## src/rtl/counter_modn_if.sv

```systemverilog
// Bus bundle for counter_modn: control inputs and count/status outputs of one digit stage.
// The preset lines exist only when COUNTER_MODN_LOAD_EN is defined.
interface counter_modn_if #(
  parameter int WIDTH = 3
);
  logic             ena;
  logic             clr;
  logic             dir;
`ifdef COUNTER_MODN_LOAD_EN
  logic             load;
  logic [WIDTH-1:0] load_val;
`endif
  logic [WIDTH-1:0] cnt;
  logic             at_max;
  logic             at_min;
  logic             carry;
  logic             borrow;

  modport master (
`ifdef COUNTER_MODN_LOAD_EN
    output load, load_val,
`endif
    output ena, clr, dir,
    input  cnt, at_max, at_min, carry, borrow
  );

  modport slave (
`ifdef COUNTER_MODN_LOAD_EN
    input  load, load_val,
`endif
    input  ena, clr, dir,
    output cnt, at_max, at_min, carry, borrow
  );
endinterface

```

## src/rtl/counter_modn.sv

```systemverilog
// Modulo-N up/down digit counter with clear, cascade carry/borrow and coherent max/min flags.
// Optional saturating preset load is enabled by defining COUNTER_MODN_LOAD_EN.
module counter_modn #(
  parameter int WIDTH   = 3,
  parameter int MODULUS = 6
) (
  input  logic          clk,
  input  logic          rst,
  counter_modn_if.slave bus
);
  localparam logic [WIDTH-1:0] MAX_VAL  = WIDTH'(MODULUS - 1);
  localparam logic [WIDTH-1:0] ZERO_VAL = {WIDTH{1'b0}};
  localparam logic [WIDTH-1:0] ONE_VAL  = WIDTH'(1);

  if ((WIDTH < 1) || (MODULUS < 2) || (MODULUS > (1 << WIDTH))) begin : g_bad_params
    $error("counter_modn: illegal WIDTH/MODULUS combination");
  end

  logic             w_load;
  logic [WIDTH-1:0] w_load_val;
  logic [WIDTH-1:0] w_next;
  logic [WIDTH-1:0] r_cnt;
  logic             r_at_max;
  logic             r_at_min;

`ifdef COUNTER_MODN_LOAD_EN
  assign w_load     = bus.load;
  assign w_load_val = bus.load_val;
`else
  assign w_load     = 1'b0;
  assign w_load_val = ZERO_VAL;
`endif

  always_comb begin
    w_next = r_cnt;
    if (bus.clr) begin
      w_next = ZERO_VAL;
    end else if (w_load) begin
      // Out-of-range presets saturate so the count never leaves 0..MODULUS-1.
      w_next = (w_load_val > MAX_VAL) ? MAX_VAL : w_load_val;
    end else if (bus.ena) begin
      if (bus.dir) begin
        w_next = (r_cnt == ZERO_VAL) ? MAX_VAL : (r_cnt - ONE_VAL);
      end else begin
        w_next = (r_cnt == MAX_VAL) ? ZERO_VAL : (r_cnt + ONE_VAL);
      end
    end else begin
      w_next = r_cnt;
    end
  end

  // Flags are derived from the next value so they land on the same edge as the count.
  always_ff @(posedge clk or posedge rst) begin
    if (rst) begin
      r_cnt    <= ZERO_VAL;
      r_at_max <= 1'b0;
      r_at_min <= 1'b1;
    end else begin
      r_cnt    <= w_next;
      r_at_max <= (w_next == MAX_VAL);
      r_at_min <= (w_next == ZERO_VAL);
    end
  end

  assign bus.cnt    = r_cnt;
  assign bus.at_max = r_at_max;
  assign bus.at_min = r_at_min;
  assign bus.carry  = bus.ena & ~bus.dir & r_at_max & ~bus.clr & ~w_load;
  assign bus.borrow = bus.ena &  bus.dir & r_at_min & ~bus.clr & ~w_load;
endmodule

```

## src/flat_wrapper.sv

```systemverilog
// flat-port wrapper written by rule: the top's interface ports become plain ports
module counter_modn_flat 
#(
  parameter int WIDTH   = 3,
  parameter int MODULUS = 6
)
  (clk, rst, bus_ena, bus_clr, bus_dir, bus_cnt, bus_at_max, bus_at_min, bus_carry, bus_borrow);
  counter_modn_if #(.WIDTH(WIDTH)) bus_i ();
  input  logic clk;
  input  logic rst;
  input wire logic [$bits(bus_i.ena)-1:0] bus_ena;
  input wire logic [$bits(bus_i.clr)-1:0] bus_clr;
  input wire logic [$bits(bus_i.dir)-1:0] bus_dir;
  output wire logic [$bits(bus_i.cnt)-1:0] bus_cnt;
  output wire logic [$bits(bus_i.at_max)-1:0] bus_at_max;
  output wire logic [$bits(bus_i.at_min)-1:0] bus_at_min;
  output wire logic [$bits(bus_i.carry)-1:0] bus_carry;
  output wire logic [$bits(bus_i.borrow)-1:0] bus_borrow;
  assign bus_i.ena = bus_ena;
  assign bus_i.clr = bus_clr;
  assign bus_i.dir = bus_dir;
  assign bus_cnt = bus_i.cnt;
  assign bus_at_max = bus_i.at_max;
  assign bus_at_min = bus_i.at_min;
  assign bus_carry = bus_i.carry;
  assign bus_borrow = bus_i.borrow;
  counter_modn #(.WIDTH(WIDTH), .MODULUS(MODULUS)) u_core (.clk(clk), .rst(rst), .bus(bus_i));
endmodule
```

## config.mk

```make
export PLATFORM = sky130hd
export DESIGN_NAME = counter_modn_flat
export DESIGN_NICKNAME = d
export VERILOG_FILES = /design/src/rtl/counter_modn_if.sv /design/src/rtl/counter_modn.sv /design/src/flat_wrapper.sv
export SDC_FILE = /design/constraint.sdc
export NUM_CORES = 1
export LEC_CHECK = 0
export CAP_MARGIN = 40
export CORE_AREA = 2 2 39 41
export DETAILED_ROUTE_END_ITERATION = 10
export DIE_AREA = 0 0 41 43
export PLACE_DENSITY_LB_ADDON = 0.15
export SETUP_SLACK_MARGIN = 0.2
export SLEW_MARGIN = 40
export SYNTH_ARGS = -nofsm -noshare
export SYNTH_HDL_FRONTEND = slang
export SYNTH_SLANG_ARGS = --single-unit
```

## constraint.sdc

```tcl
create_clock -name clk -period 2.3 [get_ports clk]
set_input_delay 0.575 -clock clk [delete_from_list [all_inputs] [get_ports clk]]
set_output_delay 0.575 -clock clk [all_outputs]
set_load 0.01 [all_outputs]
```

# After elaboration in Yosys (flattened, before gate mapping)
# Cells that the tools add are included.
[totals] wordCells=22 regBits=5 in_bits=5 out_inout_bits=7
[classes] mux=5 add_sub_neg=2 n_reduce_logical=2 bitwise_logic=8 eq_ne=2
[ops] cell="$mux 3" count=5
[ops] cell="$and 1x1->1" count=6
[ops] cell="$eq 3x3->1 const B" count=2
[ops] cell="$logic_not 3->1" count=2
[ops] cell="$add 3x1->3 const B" count=1
[ops] cell="$sub 3x1->3 const B" count=1
[ops] cell="$not 1->1" count=2

# Depth between registers and ports, before layout
[depth] ltp_word=6 mapped_depth=4 depth_no_buf=3

# Worst setup path after synthesis
# OpenSTA, ideal clock, no wires.
[synth_path] path_type="input-to-output" startpoint="input bus_dir" endpoint="output bus_carry" required_ps=1725 stages=2 arrival_ps=1181 setup_slack_ps=544 cell_sequence="buf_2 > nor4bb_1"
[synth_via] elab_chain_cells=4
[synth_rtl] element="from (decl)" line="flat_wrapper.sv:13" text="input wire logic [$bits(bus_i.dir)-1:0] bus_dir;"
[synth_rtl] element="$not 1->1" line="counter_modn.sv:68" text="assign bus.carry = bus.ena & ~bus.dir & r_at_max & ~bus.clr & ~w_load;"
[synth_rtl] element="$and 1x1->1 (3 in series)" line="counter_modn.sv:68"
[synth_rtl] element="to (decl)" line="flat_wrapper.sv:17" text="output wire logic [$bits(bus_i.carry)-1:0] bus_carry;"
# Every way passes these cells.

# Worst setup path after layout
[layout_path] startpoint="register u_core.r_cnt[2], in the netlist u_core.bus.cnt[2]" endpoint="output bus_cnt[2]"
[layout_rtl] element="from (decl)" line="counter_modn.sv:22" text="logic [WIDTH-1:0] r_cnt;"
[layout_rtl] element="from (signal assigned)" line="counter_modn.sv:59" text="r_cnt <= w_next;"
[layout_rtl] element="to (decl)" line="flat_wrapper.sv:14" text="output wire logic [$bits(bus_i.cnt)-1:0] bus_cnt;"
# No word-level cell between the ends.

==> impl_metrics.env <==
export IMPL_outcome="completed"
export IMPL_synth_most_common_cell="dfrtp_1"
export IMPL_drive_above_1_share_pct=24.5
export IMPL_cp_top_family="buffers and inverters"
export IMPL_crit_path_max_incr_delay_ns=0.62
export IMPL_start_util_pct=27.3
export IMPL_cts_setup_buffers=0
export IMPL_p_comb_share_pct=28.7
export IMPL_cts_root_buffer="clkbuf_4"
export IMPL_holdCritPathClass="input port to asynchronous set/reset pin"
export IMPL_p_switching_uw=88.3
export IMPL_finalSetupViolCount=0
export IMPL_power_leakage_uw=0.000227
export IMPL_async_flop_share_pct=100
export IMPL_synth_seq_cells=5
export IMPL_grtUsageMet1_pct=14.3
export IMPL_clk_pin_slew_ns=0.04
export IMPL_tritoncts="built"
export IMPL_die_w_um=41
export IMPL_drtIter0Drc=7
export IMPL_fill_cells=143
export IMPL_first_pass_iters=4
export IMPL_start_kind="flop"
export IMPL_slew_violations=0
export IMPL_internal_power_uw=216
export IMPL_worst_pin_slew_ns=0.377
export IMPL_synth_edf_count=0
export IMPL_yosys_warnings=0
export IMPL_synthCells=39
export IMPL_rsz0062_at_grt="no"
export IMPL_remaining_drc_errors=0
export IMPL_max_slew_margin_pct=74.9
export IMPL_grt_pass1_vias=323
export IMPL_port_buffers=11
export IMPL_placed_cell_area_um2=508
export IMPL_ios=12
export IMPL_use_met3_pct=1.57
export IMPL_place_gp_congestion=0.780
export IMPL_via_count=354
export IMPL_fmax_mhz=503
export IMPL_cp_required_ns=1.73
export IMPL_crit_type="flop to output port"
export IMPL_syn_area_um2=378
export IMPL_dp_hpwl_um=638
export IMPL_coreArea_um2=1380
export IMPL_fin_util_pct=38.3
export IMPL_syn2layout_area_growth_pct=40.4
export IMPL_clock_sinks=5
export IMPL_setup_slack_ns=0.311
export IMPL_final_area_um2=531
export IMPL_ys_types=28
export IMPL_fin_crit_ns=1.99
export IMPL_worstPathArrival_ns=1.41
export IMPL_syn_nets=44
export IMPL_synth_area_top_cells="dfrtp_1, dfstp_2, and4b_1"
export IMPL_fin_worst_skew_ns=0.00102
export IMPL_hold_viol=0
export IMPL_pwr_share_clk_pct=32.4
export IMPL_path_buf_inv=1
export IMPL_synthFlopType="dfrtp_1"
export IMPL_grt_max_degree=13
export IMPL_drt_wl_total_um=878
export IMPL_cp_slowest_cell="clkdlybuf4s50_1"
export IMPL_numCtsBuffers=3
export IMPL_crit_chain="clkdlybuf4s50_1"
export IMPL_antenna_found_initial=0
export IMPL_die_h_um=43
export IMPL_vias_per_cell=5.13
export IMPL_critPathCaptureType="output port"
export IMPL_switching_share_pct=29.0
export IMPL_avgSynthCellArea_um2=9.69
export IMPL_fp_row_count=14
export IMPL_grt_usage_pct=11.8
export IMPL_grt_first_pass_wirelength_mm=1.37
export IMPL_crit_fanout=11
export IMPL_yosysTopAreaCell="dfrtp_1"
export IMPL_power_density_nw_per_um2=574
export IMPL_period_share_pct=86.5
export IMPL_cap_violations=0
export IMPL_final_nets=59
export IMPL_diodes=0
export IMPL_met2_usage_pct=18.1
export IMPL_synth_top_cell_area_share_pct=26.5
export IMPL_post_place_ws_ns=-0.214
export IMPL_dieArea_um2=1760
export IMPL_busiest_layer="met2"
export IMPL_wire_per_inst_um=12.7
export IMPL_ctsLongestPathBuffers=2
export IMPL_pwr_share_seq_pct=38.9
export IMPL_htree_levels=1
export IMPL_grt_overflow_total=0
export IMPL_clkLatencyLatePin_ns=0.24
export IMPL_ant_nets=0
export IMPL_setup_tns_ns=0
export IMPL_vdd_ir_drop_max_v=0.000184
export IMPL_synth_commonest_cells="dfrtp_1, buf_2, nor2b_1"
export IMPL_synth_yosys_seq_area_share_pct=33.4
area by class of cell:
class | count | area (um2) | share of cell area [%]
Timing Repair Buffer | 15 | 130 | 24.5
Clock buffer | 4 | 26.3 | 4.95
Inverter | 2 | 7.51 | 1.42
Sequential cell | 5 | 126 | 23.8
Tap cell | 16 | 20.0 | 3.77
Multi-Input combinational cell | 27 | 220 | 41.5
routing by layer:
layer / vias up / part of all wire [%] / routed length, um
met4: 0 / 0 / 0
met5: - / 0 / 0
li1: 173 / - / -
met2: 11 / 50 / 437
met1: 170 / 45 / 391
met3: 0 / 5.6 / 49
state kept, by name, summed over array words and instances (netlist names):
signal,flops
u_core.bus.cnt,3
u_core.bus.at_max,1
u_core.bus.at_min,1
cells by family after synthesis:
kind of cell           Yosys count  share of synthesized area, %
AO/OA/AOI/OAI                   10                          20.5
XOR/XNOR                         2                          4.64
buffers and inverters            7                          9.93
flip-flops                       5                          33.4
multiplexers                     1                          3.97
AND/OR/NAND/NOR                 14                          27.5
timing repair:
| item | in CTS | in global routing |
|---|---|---|
| resized for setup | 9 | 0 |
| endpoints found under the setup margin | 2 | 0 |
| hold buffers | 0 | 0 |
power groups by stage:
stage | registers, uW | clock network, uW | logic (uW)
2_1_floorplan | 110 | 0 | 61.1
3_3_place_gp | 119 | 0 | 88.3
3_5_place_dp | 119 | 0 | 89.7
4_1_cts | 118 | 101 | 88.0
5_1_grt | 120 | 109 | 96.2
6_report | 118 | 98.6 | 87.6
per-stage QoR:
stage / total power (uW) / std cells / hold slack (ns)
after floorplan: 171 / 39 / 0.353
after global placement: 207 / 65 / 0.703
after detailed placement: 209 / 65 / 0.703
after CTS: 308 / 69 / 0.530
after global routing: 325 / 69 / 0.552
final: 305 / 69 / 0.534
path summary, 6_finish.rpt:
kind | from | endpoint | slack, ns | depth (start not counted)
max | u_core.bus.cnt[2] | bus_cnt[2] | 0.31 | 1
min | rst | u_core.bus.cnt[1] | 0.53 | 2
max reg2reg | u_core.bus.cnt[2] | u_core.bus.cnt[2] | 0.92 | 3
min reg2reg | u_core.bus.cnt[0] | u_core.bus.at_max | 0.72 | 2
max in group asynchronous | rst | u_core.bus.at_min | 1.53 | 2
min in group clk | u_core.bus.cnt[0] | u_core.bus.at_max | 0.72 | 2
cells in the final DEF, fill, tap and decap left out, types with 2 or more instances in the layout:
cell / netlist / layout
nor2b_1: 3 / 3
inv_1: 2 / 2
dfrtp_1: 4 / 4
and4b_1: 2 / 2
dlygate4sd2_1: 0 / 4
nor2_1: 2 / 2
a31oi_1: 2 / 2
buf_4: 0 / 4
clkbuf_4: 0 / 3
clkdlybuf4s50_1: 0 / 6
No activity file was read; power rests on OpenSTA's default activity.
